$ cat config.mk
export PLATFORM = sky130hd
export DESIGN_NAME = semaforo
export DESIGN_NICKNAME = d
export VERILOG_FILES = /design/src/rtl/semaforo.sv
export SDC_FILE = /design/constraint.sdc
export NUM_CORES = 1
export LEC_CHECK = 0
export ABC_AREA = 1
export CORE_UTILIZATION = 25
export CTS_CLUSTER_SIZE = 10
export DETAILED_ROUTE_END_ITERATION = 8
export PLACE_DENSITY = 0.46
export SLEW_MARGIN = 20
export SYNTH_ARGS = -nofsm -noshare
export SYNTH_HDL_FRONTEND = slang
export SYNTH_SLANG_ARGS = --single-unit
$ cat constraint.sdc
create_clock -name clk -period 1.5 [get_ports clk]
set_input_delay 0.15 -clock clk [delete_from_list [all_inputs] [get_ports clk]]
set_output_delay 0.15 -clock clk [all_outputs]
set_load 0.01 [all_outputs]
$ cat src/rtl/semaforo.sv
// -----------------------------------------------------------------------------
// semaforo -- two-way traffic-light controller (approaches A and B)
//
// A Moore FSM with four phases. Each phase is timed by an 8-bit down-counter:
//   P0  A green  / B red
//   P1  A yellow / B red
//   P2  A red    / B green
//   P3  A red    / B yellow
// Holding the request button during A's green phase cuts that phase short.
//
// Ports:
//   clk  in   system clock, all state changes on its rising edge
//   rst  in   asynchronous active-low reset (back to P0 with a fresh green count)
//   bt   in   request button, level, sampled on the rising edge
//   A    out  light A, one-hot {red, yellow, green}
//   B    out  light B, same encoding as A
// -----------------------------------------------------------------------------
module semaforo #(
    parameter logic [7:0] T_VERDE    = 8'd1,
    parameter logic [7:0] T_AMARELO  = 8'd3,
    parameter logic [7:0] T_VERMELHO = 8'd2
) (
    input  logic       clk,
    input  logic       rst,
    input  logic       bt,
    output logic [2:0] A,
    output logic [2:0] B
);

    // Counter reload values (duration - 1). A duration of 0 is treated as 1,
    // so the reload is clamped at 0 instead of wrapping to 255.
    localparam logic [7:0] L_VERDE    = (T_VERDE    == 8'd0) ? 8'd0 : T_VERDE    - 8'd1;
    localparam logic [7:0] L_AMARELO  = (T_AMARELO  == 8'd0) ? 8'd0 : T_AMARELO  - 8'd1;
    localparam logic [7:0] L_VERMELHO = (T_VERMELHO == 8'd0) ? 8'd0 : T_VERMELHO - 8'd1;

    localparam logic [2:0] LUZ_VERDE    = 3'b001;
    localparam logic [2:0] LUZ_AMARELO  = 3'b010;
    localparam logic [2:0] LUZ_VERMELHO = 3'b100;

    typedef enum logic [1:0] {
        P0 = 2'd0,  // A green,  B red
        P1 = 2'd1,  // A yellow, B red
        P2 = 2'd2,  // A red,    B green
        P3 = 2'd3   // A red,    B yellow
    } phase_t;

    phase_t     r_phase;
    phase_t     w_phase_nxt;
    logic [7:0] r_cnt;
    logic [7:0] w_cnt_nxt;

    always_ff @(posedge clk or negedge rst) begin
        if (!rst) begin
            r_phase <= P0;
            r_cnt   <= L_VERDE;
        end else begin
            r_phase <= w_phase_nxt;
            r_cnt   <= w_cnt_nxt;
        end
    end

    always_comb begin
        w_phase_nxt = r_phase;
        w_cnt_nxt   = r_cnt;
        // The button only matters in P0 and is not remembered elsewhere.
        if (r_phase == P0 && bt) begin
            w_phase_nxt = P1;
            w_cnt_nxt   = L_AMARELO;
        end else if (r_cnt == 8'd0) begin
            case (r_phase)
                P0: begin
                    w_phase_nxt = P1;
                    w_cnt_nxt   = L_AMARELO;
                end
                P1: begin
                    w_phase_nxt = P2;
                    w_cnt_nxt   = L_VERMELHO;
                end
                P2: begin
                    w_phase_nxt = P3;
                    w_cnt_nxt   = L_AMARELO;
                end
                default: begin
                    w_phase_nxt = P0;
                    w_cnt_nxt   = L_VERDE;
                end
            endcase
        end else begin
            w_cnt_nxt = r_cnt - 8'd1;
        end
    end

    // Moore decode. The default of both-red is the safe state; every phase
    // overrides it with exactly one non-red light at most.
    always_comb begin
        A = LUZ_VERMELHO;
        B = LUZ_VERMELHO;
        case (r_phase)
            P0: begin
                A = LUZ_VERDE;
                B = LUZ_VERMELHO;
            end
            P1: begin
                A = LUZ_AMARELO;
                B = LUZ_VERMELHO;
            end
            P2: begin
                A = LUZ_VERMELHO;
                B = LUZ_VERDE;
            end
            default: begin
                A = LUZ_VERMELHO;
                B = LUZ_AMARELO;
            end
        endcase
    end

endmodule

# After elaboration in Yosys (flattened, before gate mapping)
# Cells that the tools add are included.
[op_classes] addsub=1 multipliers=0 div=0 order_cmp=0 eq_ne=2 shifts=0 n_mux=8 bitwise_logic=0 n_reduce_logical=6
[ops] op="$mux W8" n=2
[ops] op="$pmux W3 S2" n=2
[ops] op="$logic_not A8 Y1" n=1
[ops] op="$sub A8 B1 Y8 const B" n=1
[ops] op="$pmux W2 S3" n=1
[ops] op="$mux W2" n=2
[ops] op="$pmux W2 S2" n=1
[ops] op="$reduce_or A2 Y1" n=2
[ops] op="$eq A2 B1 Y1 const B" n=1
[ops] op="$eq A2 B2 Y1 const B" n=1
[ops] op="$logic_not A2 Y1" n=1
[ops] op="$reduce_bool A2 Y1" n=1
[ops] op="$logic_and A1 B1 Y1" n=1
[totals] reg_bits=10 latchBits=0 ram_bits=0 mem_bits_ro=0 input_bits=3 out_inout_bits=6 n_memories=0

# Depth between registers and ports, before layout
[logic_depth] depth_word=5 mapped_depth=7 ltp_nobuf=7

# Worst setup path before layout
# OpenSTA, ideal clock, no wires.
[synth_timing] path_type="reg2reg" start="register r_phase[0]" end="register r_phase[0]" setup_time_ps=117 arrival_ps=1130 t_required_ps=1383 path_slack_ps=254 stages_incl_launch_ff=6 cell_sequence="dfrtp_1 -> inv_1 -> ha_1 -> or2_2 -> nand2_2 -> nand2_1"
[synth_between] elab_chain_len=4 word_cells_on_any_way=8
[synth_lines] element="start, declared" line="47" source="phase_t r_phase;"
[synth_lines] element="start signal, assigned" line="57" source="r_phase <= w_phase_nxt;"
[synth_lines] element="$eq A2 B2 Y1, or another cell as far along" line="70" source="case (r_phase)"
[synth_lines] element="$pmux W2 S3" line="70"
[synth_lines] element="$mux W2" line="69" source="end else if (r_cnt == 8'd0) begin"
[synth_lines] element="$mux W2" line="66" source="if (r_phase == P0 && bt) begin"
# Parallel ways exist; a longest one is shown, timed or not. The select of a mux whose other input is x is not followed.
# A chain may end at the register's enable or synchronous reset.

# Worst setup path after layout
[layout_timing] start="register r_phase[0]" end="output B[0]"
[layout_between] elab_chain_len=3 word_cells_on_any_way=5
[layout_lines] element="$eq A2 B1 Y1 or $logic_not A2 Y1 (tied branches)" line="98" source="case (r_phase)"
[layout_lines] element="$reduce_or A2 Y1 (no line)"
[layout_lines] element="$pmux W3 S2 *" line="98"
[layout_lines] element="end, declared" line="27" source="output logic [2:0] B"
# Every way passes the cells marked *; elsewhere a longest branch is shown, timed or not.

==> flow_summary.yaml <==
route:
  vias: 488
  drtIter0Drc: 3
  dr.pass1.iters: 3
  drtAntennaViolNets: 0
  routed_wl_um: 1300
  route.detailed.wl_per_inst_um: 10.8
  avgViaCountPerCell: 4.07
  route.detailed.drc: 0
place:
  place.gp.congestion: 0.713
  port_buffers: 8
  placed_cells: 115
  dp_slack_ns: -0.0138
  hpwl_um: 974
grt:
  antenna_found_initial: 0
  grt_pass1_wl_um: 2150
  grt_pass1_vias: 506
  grt_max_degree: 11
  grt_use_total_pct: 11.4
  grt_overflow: 0
worst_setup_path:
  worst_ep_required_time_ns: 1.35
  crit_fanout: 2
  cp-start-kind: "register"
  worstPathArrival_ns: 1.31
  end_kind: "output pin"
  reg2regPathDepth: 8
  critical_path_class: "reg -> out"
die:
  start_util_pct: 27.3
  fp.dieH_um: 52.1
  core_area_sq_mm: 0.00230
  die_x_um: 52.1
  rows: 17
  die_area_sq_mm: 0.00272
  io_pins: 9
yosys:
  yosysTopAreaCellShare_pct: 39.8
  netlist_top_cells_count: "17 x nand2_1, 17 x nor2_1, 10 x dfrtp_1, 9 x inv_1, 7 x ha_1"
  synth_enable_flop_cells: 0
  synthCells: 76
  syn_area_per_cell_sq_um: 8.26
  ys_ff_latch: 10
  synth_fp_nets: 86
  synthAdderAreaFrac_pct: 13.9
  yosysTopAreaCell: "dfrtp_1"
  synthMuxAreaShare_pct: 0
  ys.flop_type: "dfrtp_1"
  yosysUniqueCellTypes: 16
  yosysSeqAreaShare_pct: 39.8
  synth_area_leaders: "dfrtp_1 40%, ha_1 14%, nand2_1 10%, nor2_1 10%, inv_1 5.4%"
  synth-simple-area-share_pct: 31.7
  syn-cell-area_sq_um: 628
  synth_top_family_by_area: "simple AND/OR/NAND/NOR gates"
  synth-xor-area-share_pct: 4.18
  synth_compound_area_share_pct: 4.98
  synthArstFlopShare_pct: 100
  synth-warning-count: 0
sta:
  post-route-period-util_pct: 97.2
  final-max-slew-violation-count: 0
  finalSetupTns_ns: 0
  layout_setup_ws_ns: 0.0423
  tightest_slew_ns: 0.495
  fin_hold_ws_ns: 0.216
  fin_skew_ns: 0.00151
  hold_viol_final: 0
  fmax_ghz: 0.686
  period_needed_ns: 1.46
  slew-limit-headroom_pct: 66.9
  setup_violations: 0
  rsz0062_at_grt: "true"
final_layout:
  layout.nets: 104
  synthToLayoutAreaGrowth_pct: 27.9
  stdcell_count: 120
  drive_above_1_share_pct: 21.7
  diodes: 0
  final_core_util_pct: 35.0
cts:
  ctsHoldBuffers: 0
  htreeDepth: 1
  clock-sinks: 10
  clock_latency_ns: 0.26
  root_buffer: "clkbuf_4"
  clk_pin_slew_ns: 0.07
  cts_tree: "done"
  cts_buffer_depth: 2
  cts_buffers: 3
power_and_ir_drop:
  p_per_area_mw_per_mm2: 2250
  ir_drop_mv: 0.841
  leakagePower_nw: 0.425
job:
  drv_cap: 0
run_status:
  status: "finished clean"
worst_hold_path:
  holdCritPathClass: "in -> async"
==> worst max-delay path, stage by stage, from the launching register on <==
cell           delay, ns
dfrtp_1             0.34
inv_1               0.08
buf_4               0.14
ha_1                0.20
dlygate4sd2_1       0.28
==> power by group <==
part | total [mW] | switching, mW | leakage [nW] | internal (mW)
combinational | 1.13 | 0.634 | 0.285 | 0.496
sequential | 0.491 | 0.0939 | 0.126 | 0.397
clock | 0.185 | 0.0924 | 0.0138 | 0.0927
==> metrics by stage <==
stage               cell area (sq um)  total power [mW]
floorplan                         628              1.23
global placement                  766              1.63
detailed placement                766              1.63
CTS                               788              1.78
global route                      803              2.01
finish                            803              1.81
==> state kept, by name (all words and copies together) (netlist names) <==
register,cells
r_cnt,8
r_phase,2
==> worst paths after layout <==
kind                             from       end  slack [ns]
max                        r_phase[0]      B[0]        0.04
min                               rst  r_cnt[5]        0.22
max reg2reg                r_phase[1]  r_cnt[5]        0.15
min reg2reg                  r_cnt[0]  r_cnt[5]        0.54
max in group asynchronous         rst  r_cnt[6]        0.95
min in group clk             r_cnt[0]  r_cnt[5]        0.54
==> kinds of logic after synthesis <==
kind of cell / Yosys count
AO/OA/AOI/OAI: 3
XOR/XNOR: 3
adder cells (fa/ha/maj): 7
buffers and inverters: 9
flip-flops: 10
AND/OR/NAND/NOR: 44
==> what timing repair did <==
item,CTS,global route
pin swaps,1,1
endpoints found under the setup margin,6,3
setup buffers,2,0
gates resized for setup,12,3
==> placed cells by master (no fill, tap or decap) <==
cell,Yosys,layout
nor2_1,17,16
ha_4,0,1
nor2_4,2,2
dfrtp_1,10,10
nand4_1,1,1
nand2_2,3,3
inv_1,9,9
clkdlybuf4s50_1,0,2
o21ai_4,1,1
xor2_1,2,2
nor2_2,1,2
or2_2,1,1
dlygate4sd2_1,0,4
xnor2_1,1,1
clkbuf_4,0,3
nand2_1,17,17
buf_4,0,5
nand3_1,1,1
o21bai_1,2,2
or2_1,1,1
buf_2,0,2
ha_1,7,6
==> layout make-up <==
| type | instances | area [sq um] |
|---|---|---|
| inverter | 9 | 33.8 |
| multi-input combinational | 57 | 359 |
| fill | 239 | 1490 |
| tap | 28 | 35.0 |
| sequential | 10 | 250 |
| clock buffer | 3 | 22.5 |
| timing repair buffer | 13 | 103 |
==> layer usage <==
layer	part of all wire, %	GRT usage, %	up-vias
met5	0	0	-
met3	4.3	5.26	2
met1	48	13.6	216
met4	0.62	4.05	0
li1	-	-	264
met2	47	17.9	6
Note: power is estimated with default switching activity, not from simulation.
